--- src/rtl/loader_pkg.sv ---
// Shared definitions for the program loader.
//   state_t  : loader FSM states
//   SYNC_DEF : default frame start byte
package loader_pkg;

  typedef enum logic [2:0] {
    IDLE  = 3'd0,
    COUNT = 3'd1,
    DATA  = 3'd2,
    CSUM  = 3'd3,
    DONE  = 3'd4,
    ERR   = 3'd5
  } state_t;

  localparam logic [7:0] SYNC_DEF = 8'hA5;

endpackage

--- src/rtl/word_packer.sv ---
// Little-endian byte-to-word assembler.
//   clk, reset     : clock, async active-high reset
//   clr            : drops any partial word (byte counter back to 0)
//   byte_vld       : byte_in is valid this cycle
//   byte_in [7:0]  : incoming byte
//   word_nxt[31:0] : assembled word, valid when full=1
//   full           : this byte completes a word
module word_packer (
  input  logic        clk,
  input  logic        reset,
  input  logic        clr,
  input  logic        byte_vld,
  input  logic [7:0]  byte_in,
  output logic [31:0] word_nxt,
  output logic        full
);

  // Three earlier bytes; the oldest (byte 0) ends up in bits [7:0].
  logic [23:0] sr;
  logic [1:0]  bcnt;

  assign word_nxt = {byte_in, sr};
  assign full     = byte_vld && (bcnt == 2'd3);

  always_ff @(posedge clk or posedge reset) begin
    if (reset) begin
      sr   <= '0;
      bcnt <= '0;
    end else if (clr) begin
      sr   <= '0;
      bcnt <= '0;
    end else if (byte_vld) begin
      sr   <= {byte_in, sr[23:8]};
      bcnt <= bcnt + 2'd1;
    end
  end

endmodule

--- src/rtl/prog_loader.sv ---
// Serial program loader: receives a framed image over a byte stream and
// writes it into instruction memory, holding the CPU in reset until a
// frame with a correct checksum has been fully loaded.
//   clk, reset      : clock, async active-high reset
//   rx_valid/rx_data: received byte strobe and data
//   we/wa/wd        : instruction-memory write port (one-cycle pulse per word)
//   cpu_reset       : high except after a successful load
//   done            : image loaded, checksum correct
//   err             : last frame rejected
module prog_loader
  import loader_pkg::*;
#(
  parameter int unsigned WORDS   = 64,
  parameter int unsigned TIMEOUT = 100000,
  parameter logic [7:0]  SYNC    = SYNC_DEF
) (
  input  logic                     clk,
  input  logic                     reset,
  input  logic                     rx_valid,
  input  logic [7:0]               rx_data,
  output logic                     we,
  output logic [$clog2(WORDS)-1:0] wa,
  output logic [31:0]              wd,
  output logic                     cpu_reset,
  output logic                     done,
  output logic                     err
);

  localparam int AW = $clog2(WORDS);
  localparam int TW = $clog2(TIMEOUT + 1);
  localparam logic [AW:0] ONE = 1;

  state_t        state, state_nxt;
  logic [AW:0]   idx;   // AW+1 bits so a full-depth count does not wrap
  logic [AW:0]   cnt;
  logic [7:0]    xr;
  logic [TW-1:0] idle;
  logic          in_frame, timeout, full, bad_cnt;
  logic [31:0]   word_nxt;

  assign in_frame = (state == COUNT) || (state == DATA) || (state == CSUM);
  assign timeout  = in_frame && !rx_valid && (idle == TW'(TIMEOUT - 1));
  assign bad_cnt  = (rx_data == 8'd0) || (32'(rx_data) > WORDS);

  // Packer only runs in DATA; leaving DATA (including on timeout) drops
  // any partial word.
  word_packer u_pack (
    .clk      (clk),
    .reset    (reset),
    .clr      (state != DATA),
    .byte_vld (rx_valid && (state == DATA)),
    .byte_in  (rx_data),
    .word_nxt (word_nxt),
    .full     (full)
  );

  // State register
  always_ff @(posedge clk or posedge reset) begin
    if (reset) state <= IDLE;
    else       state <= state_nxt;
  end

  // Next-state logic
  always_comb begin
    state_nxt = state;
    case (state)
      IDLE:  if (rx_valid && rx_data == SYNC) state_nxt = COUNT;
      COUNT: if (timeout)                     state_nxt = ERR;
             else if (rx_valid)               state_nxt = bad_cnt ? ERR : DATA;
      // Move on with the last word's 4th byte so a checksum byte arriving
      // during the write cycle is already seen in CSUM.
      DATA:  if (timeout)                     state_nxt = ERR;
             else if (full && (idx + ONE == cnt)) state_nxt = CSUM;
      CSUM:  if (timeout)                     state_nxt = ERR;
             else if (rx_valid)               state_nxt = (rx_data == xr) ? DONE : ERR;
      DONE:                                   state_nxt = DONE;
      ERR:   if (rx_valid && rx_data == SYNC) state_nxt = COUNT;
      default:                                state_nxt = IDLE;
    endcase
  end

  // Outputs decoded from state
  always_comb begin
    done      = (state == DONE);
    err       = (state == ERR);
    cpu_reset = (state != DONE);
  end

  // Datapath: counters, checksum and registered write port
  always_ff @(posedge clk or posedge reset) begin
    if (reset) begin
      we   <= 1'b0;
      wa   <= '0;
      wd   <= '0;
      idx  <= '0;
      cnt  <= '0;
      xr   <= '0;
      idle <= '0;
    end else begin
      we <= 1'b0;
      if (!in_frame || rx_valid) idle <= '0;
      else                       idle <= idle + TW'(1);
      case (state)
        COUNT: if (rx_valid) begin
          cnt <= rx_data[AW:0];
          idx <= '0;
          xr  <= '0;
        end
        DATA: if (rx_valid) begin
          xr <= xr ^ rx_data;
          if (full) begin
            we  <= 1'b1;
            wa  <= idx[AW-1:0];
            wd  <= word_nxt;
            idx <= idx + ONE;
          end
        end
        default: ;
      endcase
    end
  end

endmodule

--- config.mk ---
export PLATFORM = sky130hd
export DESIGN_NAME = prog_loader
export DESIGN_NICKNAME = d
export VERILOG_FILES = /design/src/rtl/loader_pkg.sv /design/src/rtl/word_packer.sv /design/src/rtl/prog_loader.sv
export SDC_FILE = /design/constraint.sdc
export NUM_CORES = 1
export LEC_CHECK = 0
export ABC_AREA = 1
export CORE_MARGIN = 2
export CORE_UTILIZATION = 41
export CTS_BUF_LIST = sky130_fd_sc_hd__clkbuf_2 sky130_fd_sc_hd__clkbuf_4 sky130_fd_sc_hd__clkbuf_8
export DETAILED_ROUTE_END_ITERATION = 12
export GPL_ROUTABILITY_DRIVEN = 0
export SETUP_SLACK_MARGIN = 0.4
export SYNTH_ARGS = -nofsm -noshare
export SYNTH_HDL_FRONTEND = slang
export SYNTH_HIERARCHICAL = 1
export SYNTH_SLANG_ARGS = --single-unit
export TNS_END_PERCENT = 1
--- constraint.sdc ---
create_clock -name clk -period 2.7 [get_ports clk]
set_input_delay 0.54 -clock clk [delete_from_list [all_inputs] [get_ports clk]]
set_output_delay 0.54 -clock clk [all_outputs]
set_load 0.02 [all_outputs]
# [Word level (Yosys, flattened, before mapping)]
# Index checks and enable logic that the tools add are counted.
[word_totals] reg_bits=107 input_bits=11 out_inout_bits=42
[op_classes] n_addsub=3 magnitude_cmp=1 n_eq_ne=19 n_mux=25 bitwise_logic=1 reduce_logical=22
[op_table] operator="two-way mux 24 bit" count=2
[op_table] operator="two-way mux 3 bit" count=8
[op_table] operator="two-way mux 7 bit" count=3
[op_table] operator="adder 17 x 1 -> 17 bit (second input constant)" count=1
[op_table] operator="equality test 17 bit (second input constant)" count=1
[op_table] operator="two-way mux 17 bit" count=1
[op_table] operator="two-way mux 8 bit" count=2
[op_table] operator="one-hot mux 8 bit (2 select lines)" count=1
[op_table] operator="one-hot mux 3 bit (5 select lines)" count=1
[op_table] operator="one-hot mux 7 bit (2 select lines)" count=1
[op_table] operator="inequality test 3 bit (second input constant)" count=3
[op_table] operator="equality test 8 bit" count=1
[op_table] operator="equality test 8 bit (second input constant)" count=1
[op_table] operator="> comparator 8 x 7 -> 1 bit (second input constant)" count=1
[op_table] operator="zero test 8 bit" count=1
[op_table] operator="AND reduction 4 bit" count=2
[op_table] operator="XOR 8 bit" count=1
[op_table] operator="adder 7 x 1 -> 7 bit (second input constant)" count=1
[op_table] operator="equality test 7 bit" count=1
[op_table] operator="equality test 3 x 2 -> 1 bit (second input constant)" count=2
[op_table] operator="equality test 3 bit (second input constant)" count=2
[op_table] operator="logical AND 1 bit" count=6
[op_table] operator="inequality test 2 bit (second input constant)" count=3
[op_table] operator="inequality test 3 x 2 -> 1 bit (second input constant)" count=2
[op_table] operator="other kinds (13)" count=23

# [Longest topological paths before layout]
[logic_depth] word_depth=7 mapped_depth=17 mapped_depth_nobuf=15

# [Hierarchy]
# The synthesis kept the hierarchy.
[modules_own_cells] mod="prog_loader" n_inst=1 cells_each=487 area_each_um2=3901.2 seq_area_each_um2=2026.9
[modules_own_cells] mod="word_packer" n_inst=1 cells_each=126 area_each_um2=1268.7 seq_area_each_um2=650.6

# [Least setup slack after synthesis]
# Ideal clock, no wire load.
[synth_timing] kind="reg2reg" from="reg state[2]" to="reg state[1]" setup_ps=117 t_arrival_ps=1901 t_required_ps=2583 path_slack_ps=683 path_stages_with_launch=17 path_buffers=2 cell_sequence="dfrtp_1 nor2_2 nand2_2 nor2_4 buf_6 buf_6 nand2_1 inv_1 nand3_1 nor2_1 nand3_1 nor2_1 nand2_1 nand2_2 nand2_2 nand2_1 nand2_1"
[synth_rtl] element="start, declared" line_no="prog_loader.sv:33" rtl="state_t state, state_nxt;"
[synth_rtl] element="start signal, assigned" line_no="prog_loader.sv:60" rtl="else state <= state_nxt;"
[synth_rtl] element="equality test 3 x 2 -> 1 bit" line_no="prog_loader.sv:51" rtl=".byte_vld (rx_valid && (state == DATA)),"
[synth_rtl] element="logical AND 1 bit" line_no="prog_loader.sv:51"
[synth_rtl] element="logical AND 1 bit" line_no="word_packer.sv:23" rtl="assign full = byte_vld && (bcnt == 2'd3);"
[synth_rtl] element="net full" line_no="prog_loader.sv:38" rtl="logic in_frame, timeout, full, bad_cnt;"
[synth_rtl] element="logical AND 1 bit" line_no="prog_loader.sv:73" rtl="else if (full && (idx + ONE == cnt)) state_nxt = CSUM;"
[synth_rtl] element="inequality test 3 x 2 -> 1 bit (no source line)"
[synth_rtl] element="AND reduction 4 bit (no source line)"
# The timed path passes the listed nets, and every way through them passes these cells.
# A chain may end at the register's enable or synchronous reset.

# [Worst setup path after layout]
[layout_timing] from="reg state[0]" to="out done"
[layout_via] elab_chain_len=1
[layout_rtl] element="equality test 3 bit" line_no="prog_loader.sv:84" rtl="done = (state == DONE);"
[layout_rtl] element="end, declared" line_no="prog_loader.sv:25" rtl="output logic done,"
# Every way passes these cells.

==> impl_metrics.csv <==
group,metric,value,unit
drt,drcViolationCount,0,
sta,relSlewSlack,0.616,
global_route,antenna_found_initial,0,
cts,ctsHtreeMaxLevel,3,
drt,routed_via_density,4.78,
yosys,syn_area_per_cell,8.43,sq um
job,drv_cap,0,
drt,routed.top_layer,"met4",
sta,post-route-period-util,0.847,
setup_path,worst_setup_path_end_kind,"output port",
drt,wl_per_cell,13.0,um
global_route,track_usage,0.177,
drt,drtIter0Drc,213,
placement,place_worst_setup_slack,0.258,ns
yosys,synthCells,613,
power_and_ir_drop,ir_worst_vdd,0.620,mV
yosys,ys_warn_count,6,
yosys,synth_cell_types,33,
placement,dp_hpwl,7330,um
sta,fin_skew,0.00861,ns
drt,m1WireLength,5200,um
power_and_ir_drop,power_leakage,0.00289,uW
sta,slew_viol_final,0,
layout,drive_above_1_share,0.114,
hold_path,hold_start,"u_pack/sr[4]$_DFFE_PP0P_",
drt,dr.pass1.iters,4,
layout,antennaDiodeCount,0,
die,start_util,0.415,
drt,vias,3981,
cts,clk_path_buf_depth,2,
sta,tns,0,ns
yosys,synth_nets,627,
outcome,outcome,"completed",
setup_path,crit_fanout,5,
drt,met2WireLength,5050,um
cts,clk_latency,0.37,ns
layout,syn_to_final_growth,15.3,%
cts,cts.clk_slew.worst_paths,0.11,ns
drt,met3WireLength,428,um
yosys,synth_seq_cells,107,
sta,max_freq,437,MHz
cts,root_buffer,"clkbuf_8",
global_route,overflow,0,
sta,setup_ws,0.412,ns
sta,setup_viol,0,
setup_path,cp.arrival,1.75,ns
global_route,grt_first_pass_wirelength,18900,um
sta,rsz0062_at_grt,"true",
yosys,synth_area,0.00517,sq mm
setup_path,critPathLaunch,"state[0]$_DFFE_PP0P_",
power_and_ir_drop,powerDensity,620,mW/mm^2
drt,wl,10800,um
setup_path,startpoint_type,"register",
cts,ctsHoldBuffers,0,
setup_path,timing.rr.start,"state[1]$_DFFE_PP0P_",
placement,portBuffers,52,
die,io_pins,53,
die,die_h,116,um
cts,cts.sinks,107,
setup_path,worstPathRequired,2.16,ns
sta,worst_pin_slew,0.575,ns
die,dieArea,0.0135,sq mm
sta,post-route-min-period,2.29,ns
yosys,synth_seq_area_share,0.518,
global_route,grt_pass1_vias,3989,
die,coreArea,0.0125,sq mm
setup_path,r2r_slack,0.66,ns
cts,cts_buffers,9,
cts,cts_tree,"done",
die,die_w,116,um
sta,hold_viol,0,
layout,final_nets,669,
hold_path,hold_path.class,"reg2reg",
global_route,grt_start_max_net_pins,82,
setup_path,setup.worst_path.class,"reg2out",
drt,drtAntennaViolNets,0,
die,fp-row-count,41,
-- sequential cells by signal (all words and copies together) (netlist names) --
signal	cells
idx	7
cnt	7
u_pack/sr	24
wa	6
wd	32
state	3
u_pack/bcnt	2
idle	17
we	1
xr	8
-- final timing paths --
path,depth (start not counted),endpoint
setup / recovery,4,done
hold / removal,2,wd[4]$_DFFE_PP0P_
setup reg to reg,10,idx[6]$_DFFE_PP0P_
hold reg to reg,2,wd[4]$_DFFE_PP0P_
max in group asynchronous,3,wd[29]$_DFFE_PP0P_
min in group asynchronous,3,u_pack/sr[3]$_DFFE_PP0P_
-- critical path, stage by stage (launching register included) --
cell and delay, ns:
dfrtp_1 0.43, inv_2 0.11, nand2_2 0.08, nor2_1 0.13
clkdlybuf4s50_1 0.62
-- stage by stage --
stage | utilization | power [uW] | area (sq um) | cells | hold WS [ns]
finish | 0.478 | 3690 | 5960 | 832 | 0.479
global route | 0.478 | 3940 | 5960 | 832 | 0.498
CTS | 0.478 | 3730 | 5960 | 832 | 0.486
detailed placement | 0.462 | 2710 | 5760 | 816 | 0.457
global placement | 0.462 | 2690 | 5760 | 816 | 0.453
floorplan | - | 2530 | 5170 | 613 | 0.433
-- cell families (layout without fill, tap and decap cells) --
kind of cell             Yosys count  after routing  share of synthesized area
flip-flops                       107            107                      0.518
adder cells (fa/ha/maj)            3              3                    0.00726
XOR/XNOR                          10             10                     0.0169
AO/OA/AOI/OAI                     52             52                     0.0540
buffers and inverters             84            131                     0.0847
AND/OR/NAND/NOR                  357            357                      0.319
-- where the power goes --
| part | internal (uW) | leakage [uW] | total, uW | switching (uW) |
|---|---|---|---|---|
| Combinational | 292 | 0.00131 | 841 | 549 |
| Sequential | 1730 | 0.00148 | 1840 | 108 |
| Clock | 450 | 0.000105 | 1010 | 562 |
| Total | 2470 | 0.00289 | 3690 | 1220 |
-- layout make-up --
cell class	instances	area (sq um)
Clock buffer	10	131
Clock inverter	6	70.1
Fill cell	1217	6500
Inverter	57	220
Multi-Input combinational cell	422	2050
Sequential cell	107	2680
Tap cell	172	215
Timing Repair Buffer	58	593
-- placed cells by master, fill, tap and decap left out, types with 2 or more instances in the layout --
cell	netlist	layout
xnor2_1	8	8
nand2_2	11	11
nor2_1	33	33
a211oi_1	2	2
clkbuf_8	0	9
buf_12	0	2
o22ai_1	5	5
o21ai_1	5	5
nand3_2	23	23
xor2_1	2	2
inv_2	5	5
dfrtp_1	107	107
o21ai_0	27	27
a21oi_1	10	10
nand2_1	225	225
buf_4	11	4
ha_1	3	3
inv_1	51	50
nor3_1	6	6
clkdlybuf4s50_1	0	51
inv_6	0	3
nand4_1	6	6
nor2_2	7	7
nand3_1	40	40
-- repair_timing --
action,CTS,global route
setup buffers,0,0
hold endpoints to repair,0,0
endpoints found under the setup margin,0,5
resized for setup,0,1
-- layer usage --
| layer | GRT usage | vias to the layer above |
|---|---|---|
| li1 | - | 2010 |
| met1 | 0.240 | 1871 |
| met2 | 0.290 | 90 |
| met3 | 0.0234 | 10 |
| met4 | 0.0675 | 0 |
| met5 | 0 | - |
-- synthesized netlist by cell type (all sizes together) --
| library cell | count | area share |
|---|---|---|
| a211oi | 2 | 0.0029 |
| a21oi | 11 | 0.011 |
| a31oi | 1 | 0.0012 |
| buf | 24 | 0.041 |
| clkbuf | 3 | 0.0022 |
| dfrtp | 107 | 0.52 |
| ha | 3 | 0.0073 |
| inv | 57 | 0.042 |
| nand2 | 236 | 0.18 |
| nand3 | 63 | 0.083 |
| nand4 | 6 | 0.0073 |
| nor2 | 42 | 0.038 |
| nor3 | 8 | 0.011 |
| nor3b | 1 | 0.0015 |
| nor4 | 1 | 0.0012 |
| o21ai | 32 | 0.031 |
| o21bai | 1 | 0.0015 |
| o22ai | 5 | 0.0061 |
| xnor2 | 8 | 0.014 |
| xor2 | 2 | 0.0034 |
Power figures use the tool's default switching activity.
